[src/rtl/fifo_param_pkg.sv]
// Shared sizing helpers and the error-flag struct for the parametrised FIFO.
package fifo_param_pkg;

    function automatic int cnt_width(input int entries);
        return $clog2(entries + 1);
    endfunction

    function automatic int ptr_width(input int entries);
        return ($clog2(entries) < 1) ? 1 : $clog2(entries);
    endfunction

    typedef struct packed {
        logic overflow;
        logic underflow;
    } err_flags_t;

endpackage

[src/rtl/fifo_ptr.sv]
// Circular index register: advances on en, wraps from ENTRIES-1 back to 0.
module fifo_ptr
    import fifo_param_pkg::*;
#(
    parameter int ENTRIES = 4,
    parameter int PTR_W   = ptr_width(ENTRIES)
) (
    input  logic             clk,
    input  logic             rst,
    input  logic             en,
    output logic [PTR_W-1:0] ptr
);

    // Explicit compare so non-power-of-two depths wrap correctly.
    always_ff @(posedge clk) begin
        if (rst)
            ptr <= '0;
        else if (en)
            ptr <= (ptr == PTR_W'(ENTRIES - 1)) ? '0 : ptr + 1'b1;
    end

endmodule

[src/rtl/fifo_param.sv]
// Synchronous FWFT FIFO with arbitrary depth, thresholds, occupancy count
// and sticky overflow/underflow flags.
module fifo_param
    import fifo_param_pkg::*;
#(
    parameter int WIDTH         = 8,
    parameter int ENTRIES       = 4,
    parameter int AFULL_THRESH  = ENTRIES - 1,
    parameter int AEMPTY_THRESH = 1
) (
    input  logic                           clk,
    input  logic                           rst,
    input  logic                           in_write_ctrl,
    input  logic [WIDTH-1:0]               in_write_data,
    input  logic                           in_read_ctrl,
    input  logic                           in_clear_err,
    output logic [WIDTH-1:0]               out_read_data,
    output logic                           out_is_full,
    output logic                           out_is_empty,
    output logic                           out_almost_full,
    output logic                           out_almost_empty,
    output logic [cnt_width(ENTRIES)-1:0]  out_count,
    output logic                           out_overflow,
    output logic                           out_underflow
);

    localparam int CNT_W = cnt_width(ENTRIES);
    localparam int PTR_W = ptr_width(ENTRIES);

    logic [WIDTH-1:0] mem [ENTRIES];
    logic [CNT_W-1:0] count;
    logic [PTR_W-1:0] wr_ptr, rd_ptr;
    err_flags_t       err;
    logic             full, empty, push_acc, pop_acc;

    assign full     = (count == CNT_W'(ENTRIES));
    assign empty    = (count == '0);
    // A pop frees a slot in the same edge, so a full FIFO still takes a push.
    assign push_acc = in_write_ctrl && (!full || in_read_ctrl);
    assign pop_acc  = in_read_ctrl && !empty;

    fifo_ptr #(.ENTRIES(ENTRIES), .PTR_W(PTR_W)) u_wr_ptr (
        .clk (clk),
        .rst (rst),
        .en  (push_acc),
        .ptr (wr_ptr)
    );

    fifo_ptr #(.ENTRIES(ENTRIES), .PTR_W(PTR_W)) u_rd_ptr (
        .clk (clk),
        .rst (rst),
        .en  (pop_acc),
        .ptr (rd_ptr)
    );

    always_ff @(posedge clk) begin
        if (!rst && push_acc)
            mem[wr_ptr] <= in_write_data;
    end

    always_ff @(posedge clk) begin
        if (rst)
            count <= '0;
        else
            count <= count + CNT_W'(push_acc) - CNT_W'(pop_acc);
    end

    // A fresh error in the clearing cycle keeps its flag set.
    always_ff @(posedge clk) begin
        if (rst) begin
            err <= '0;
        end else begin
            err.overflow  <= (in_write_ctrl && !push_acc) || (err.overflow  && !in_clear_err);
            err.underflow <= (in_read_ctrl  && empty)     || (err.underflow && !in_clear_err);
        end
    end

    assign out_read_data    = empty ? '0 : mem[rd_ptr];
    assign out_is_full      = full;
    assign out_is_empty     = empty;
    assign out_almost_full  = (count >= CNT_W'(AFULL_THRESH));
    assign out_almost_empty = (count <= CNT_W'(AEMPTY_THRESH));
    assign out_count        = count;
    assign out_overflow     = err.overflow;
    assign out_underflow    = err.underflow;

endmodule

[config.mk]
export PLATFORM = sky130hd
export DESIGN_NAME = fifo_param
export DESIGN_NICKNAME = d
export VERILOG_FILES = /design/src/rtl/fifo_param_pkg.sv /design/src/rtl/fifo_ptr.sv /design/src/rtl/fifo_param.sv
export SDC_FILE = /design/constraint.sdc
export NUM_CORES = 1
export LEC_CHECK = 0
export CAP_MARGIN = 10
export CORE_ASPECT_RATIO = 1.25
export CORE_MARGIN = 3
export CORE_UTILIZATION = 52
export DETAILED_ROUTE_END_ITERATION = 12
export HOLD_SLACK_MARGIN = 0.1
export MAX_ROUTING_LAYER = met4
export PLACE_DENSITY = 0.78
export SLEW_MARGIN = 0
export SYNTH_ARGS = -nofsm -noshare
export SYNTH_HDL_FRONTEND = slang
export SYNTH_SLANG_ARGS = --single-unit
[constraint.sdc]
create_clock -name clk -period 2.4 [get_ports clk]
set_input_delay 0.24 -clock clk [delete_from_list [all_inputs] [get_ports clk]]
set_output_delay 0.24 -clock clk [all_outputs]
set_load 0.01 [all_outputs]
Yosys cells after proc, flatten, opt, wreduce, memory -nomap -nowiden --
Memories as Yosys holds them, arrays and structs flattened. A register that Yosys moved wholly into a read port is not among the register bits. Index checks and enable logic that the tools add are counted.
Storage, ports and cells: bits in read-only memories 0, bits in registers 9, memory bits (writable) 32, memories kept 1, bits of input ports 13, bits in latches 0, logic and storage cells 38
Memory list:
- mem | depth 4, bits a word 8, read ports 1, clocked after Yosys merged registers in 1, wr ports 1, RTL line fifo_param.sv:30 | logic [WIDTH-1:0] mem [ENTRIES];
Cells by class: equal/unequal tests 3, multiply operators 0, bitwise gates (word level) 0, add/subtract/negate cells 4, multiplexer cells 7, $lt $le $gt $ge 2, div/mod/pow operators 0, reduce and logical (&&, ||, !) cells 16, shifts and indexed selects 0
Operators with widths (number):
- 2-to-1 mux 2 bit | 4
- 2-to-1 mux 8 bit | 1
- logical AND 1 bit | 7
- zero test 1 bit | 5
- adder 2 x 1 -> 2 bit, second input constant | 2
- equality test 2 bit, second input constant | 2
- adder 3 x 1 -> 3 bit | 1
- equality test 3 bit, second input constant | 1
- greater-or-equal comparator 3 x 2 -> 1 bit, second input constant | 1
- <= comparator 3 x 1 -> 1 bit, second input constant | 1
- zero test 3 bit | 1
- logical OR 1 bit | 3
- subtractor 3 x 1 -> 3 bit | 1
- 2-to-1 mux 1 bit | 2

Depth between registers and ports, before layout --
depth after elaboration 7, depth in mapped cells 10

By module --
A second synthesis with hierarchy kept.
Unflattened totals: cell total of the unflattened synthesis 109, area, all modules 1776.7 µm²
By module, submodules not included:
- fifo_param | cells an instance 93, times used 1, area an instance 1604.0 µm²
- fifo_ptr | cells an instance 8, times used 2, area an instance 86.3 µm²

Worst setup path before layout --
OpenSTA, ideal clock, no wires.
path kind register to register, start point reg count[2] (netlist: out_count[2]), end point reg count[2] (netlist: out_count[2]), path buffers 0, setup time 0.128 ns, period minus slack after synthesis 2.235 ns, cell stages (with the launch flop) 10, data required time 2.272 ns, path slack 0.165 ns, arrival time 2.107 ns, cell sequence dfxtp_1 > inv_2 > o41ai_4 > ha_1 > inv_1 > ha_1 > inv_1 > fa_1 > xnor2_1 > nor2_1
On the way: word-level cells in the longest chain between the ends 6, elaborated cells between the ends (all ways) 9, classes of those cells add/sub (2); eq/ne (1); reduce/logical (6)
RTL lines:
- start: declaration | RTL line fifo_param.sv:31 | logic [CNT_W-1:0] count;
- start signal: assignment | RTL line fifo_param.sv:65 | count <= count + CNT_W'(push_acc) - CNT_W'(pop_acc);
- equality test 3 bit | RTL line fifo_param.sv:36 | assign full = (count == CNT_W'(ENTRIES));
- zero test 1 bit | RTL line fifo_param.sv:39 | assign push_acc = in_write_ctrl && (!full || in_read_ctrl);
- logical OR 1 bit | RTL line fifo_param.sv:39
- logical AND 1 bit | RTL line fifo_param.sv:39
- adder 3 x 1 -> 3 bit | RTL line fifo_param.sv:65
- subtractor 3 x 1 -> 3 bit (*) | RTL line fifo_param.sv:65
Mark *: on every way between the ends. The rest lies on a longest branch, timed or not. A chain may end at the register's enable or synchronous reset.

Final worst setup path --
Same ends and word-level chain as after synthesis.

==> impl_metrics.json <==
{
  "status": "complete, no violations",
  "slew_headroom": 0.638,
  "num_vias": 1070,
  "overflow": 0,
  "drv_cap": 0,
  "synthTopCellsByArea": "edfxtp_1, dfxtp_1, mux4_2, ha_1, nor2b_1",
  "avgSynthCellArea_sq_um": 16.1,
  "root_buffer": "clkbuf_8",
  "insertion_delay_ps": 290,
  "ys_seq_area_frac": 0.643,
  "first_global_vias": 1154,
  "finalNonFillerCells": 194,
  "grt_pass1_wl_um": 5420,
  "die_h_um": 72.5,
  "critPathMaxFanout": 6,
  "fin_nets": 180,
  "area_delta_synth_final_pct": 27.6,
  "multi_input_area_sq_um": 617,
  "synth.distinct_cells": 27,
  "antenna_left": 0,
  "period_minus_slack_ps": 2200,
  "max_freq_ghz": 0.455,
  "fillers": 233,
  "post-dp-hpwl_um": 2340,
  "groute.usage.overall": 0.182,
  "regArea_sq_mm": 0.00118,
  "critPathLaunchType": "flop",
  "via_per_inst": 5.52,
  "die-area_sq_mm": 0.00429,
  "dpl.cell_count": 186,
  "grt_setup_unrepaired": "false",
  "fin_util": 0.708,
  "synth.cell_area_sq_mm": 0.00184,
  "die_w_um": 59.2,
  "drt-initial-drc-count": 26,
  "holdPathStages": 2,
  "ys.flop_type": "edfxtp_1",
  "drc": 0,
  "num_rows": 23,
  "p_leak_nw": 0.856,
  "grt_max_degree": 16,
  "hold_slack_ps": 491,
  "fin_ws_ps": 202,
  "finalPower_mw": 2.44,
  "drv_slew": 0,
  "reg2reg_depth": 9,
  "setup_viol": 0,
  "htree_levels": 2,
  "drive_gt1_frac": 0.185,
  "cp_data_required_time_ps": 2560,
  "antenna_found_initial": 0,
  "critPathKind": "flop to flop",
  "hold_violations": 0,
  "wl_um": 3350,
  "hp-start": "out_overflow",
  "vdd_drop_max_mv": 0.950,
  "wl_per_cell_um": 17.3,
  "cts_tree": "done",
  "io_pins": 30,
  "core_area_sq_mm": 0.00331,
  "ys_warn_count": 0,
  "syn-num-nets": 138,
  "critPathCaptureType": "flop",
  "finClkSkew_ps": 3.41,
  "gp_congestion": 0.753,
  "worst_pin_slew_ps": 542,
  "n_antenna_cell": 0,
  "cp.arrival_ps": 2360,
  "place_ws_ps": -14.1,
  "synth_edf_count": 32,
  "cts_max_path_buffers": 2,
  "cts.clk_slew.worst_paths_ps": 70,
  "hold_buffers": 0,
  "clkSinkCount": 43,
  "r2r_start": "out_count[2]",
  "hold_path_class": "flop to flop",
  "port_buffers": 29,
  "synth_most_common_cell": "edfxtp_1",
  "postSynthCellCount": 114,
  "synth-seq-cells": 43,
  "cts-buffers-inserted": 5,
  "startpoint": "out_count[2]",
  "p_per_area_mw_per_mm2": 1040,
  "initial_core_util": 0.555,
  "synth_top_area_share": 0.523,
  "drt-pass1-iter-count": 4,
  "ys_top_cells_by_count": "edfxtp_1, dfxtp_1, ha_1",
  "async_flop_share": 0,
  "finalCritPeriodShare": 0.916,
  "yosysTopAreaCell": "edfxtp_1"
}
[path summary, 6_finish.rpt]
check | to | slack, ps
worst min register to register | out_overflow | 490
worst max register to register | out_count[2] | 200
worst max-delay path | out_count[2] | 200
worst min-delay path | out_overflow | 490
[stage by stage]
step | setup TNS (ps) | instance area [sq um]
finish | 0 | 2340
floorplan | 0 | 1840
CTS | 0 | 2340
global route | 0 | 2340
detailed placement | -14.1 | 2230
global placement | 0 | 2230
[flip-flops by register name, summed over array words and instances (netlist names), named ones only]
signal and count:
mem 32, out_count 3, u_rd_ptr.ptr 2, u_wr_ptr.ptr 2
out_overflow 1, out_underflow 1
[worst max-delay path, cell delays in order, from the launching register on]
cell     delay [ps]
dfxtp_2         380
inv_2           100
o41ai_4         400
ha_1            290
inv_1            60
ha_1            150
inv_1            50
fa_1            370
xnor2_1         190
nor2_1           60
[final cells by class]
type	instances	area share
timing repair buffer	39	0.156
clock buffer	7	0.0326
clock inverter	1	0.0128
sequential	43	0.505
inverter	7	0.0112
tap	37	0.0198
multi-input combinational	60	0.263
[layer usage]
| layer | up-vias | wire (um) | part of all wire | global-route usage |
|---|---|---|---|---|
| li1 | 503 | - | - | - |
| met1 | 532 | 1350 | 0.40 | 0.203 |
| met2 | 27 | 1750 | 0.52 | 0.307 |
| met3 | 8 | 194 | 0.058 | 0.0569 |
| met4 | 0 | 61 | 0.018 | 0.0605 |
| met5 | - | 0 | 0 | - |
[power breakdown]
group,switching [mW],internal [mW],total (mW),leakage (nW)
Combinational,0.430,0.546,0.976,0.422
Clock,0.229,0.311,0.540,0.0524
Sequential,0.0506,0.875,0.925,0.381
Total,0.710,1.73,2.44,0.856
[cell families (layout without fill, tap and decap cells)]
logic type	count (synthesis)	after routing	synth area share
fa+ha+maj	11	11	0.0790
flops	43	43	0.643
simple gates	30	30	0.0967
mux	11	11	0.117
buf+inv	11	54	0.0238
compound gates	7	7	0.0354
xor+xnor	1	1	0.00477
[cell usage in the layout (no fill, tap or decap), drive strengths merged]
cell type and n:
edfxtp 32, nand2b 3, mux2i 2, nand2 3, ha 10, mux2 1
dfxtp 11, inv 7, a32o 1, o31ai 1, clkdlybuf4s50 29, o41ai 1
xnor2 1, nand3b 1, nor3 2, nor3b 5, or3 1, buf 10
fa 1, mux4 8, o21ai 1, bufinv 1, clkbuf 7, nor2b 6
and2b 4, a21oi 3, nor2 5
[what timing repair did]
item | in CTS | in global routing
setup endpoints to repair | 0 | 1
resized for setup | 0 | 2
setup buffers | 0 | 0
No activity file was read; power rests on OpenSTA's default activity.
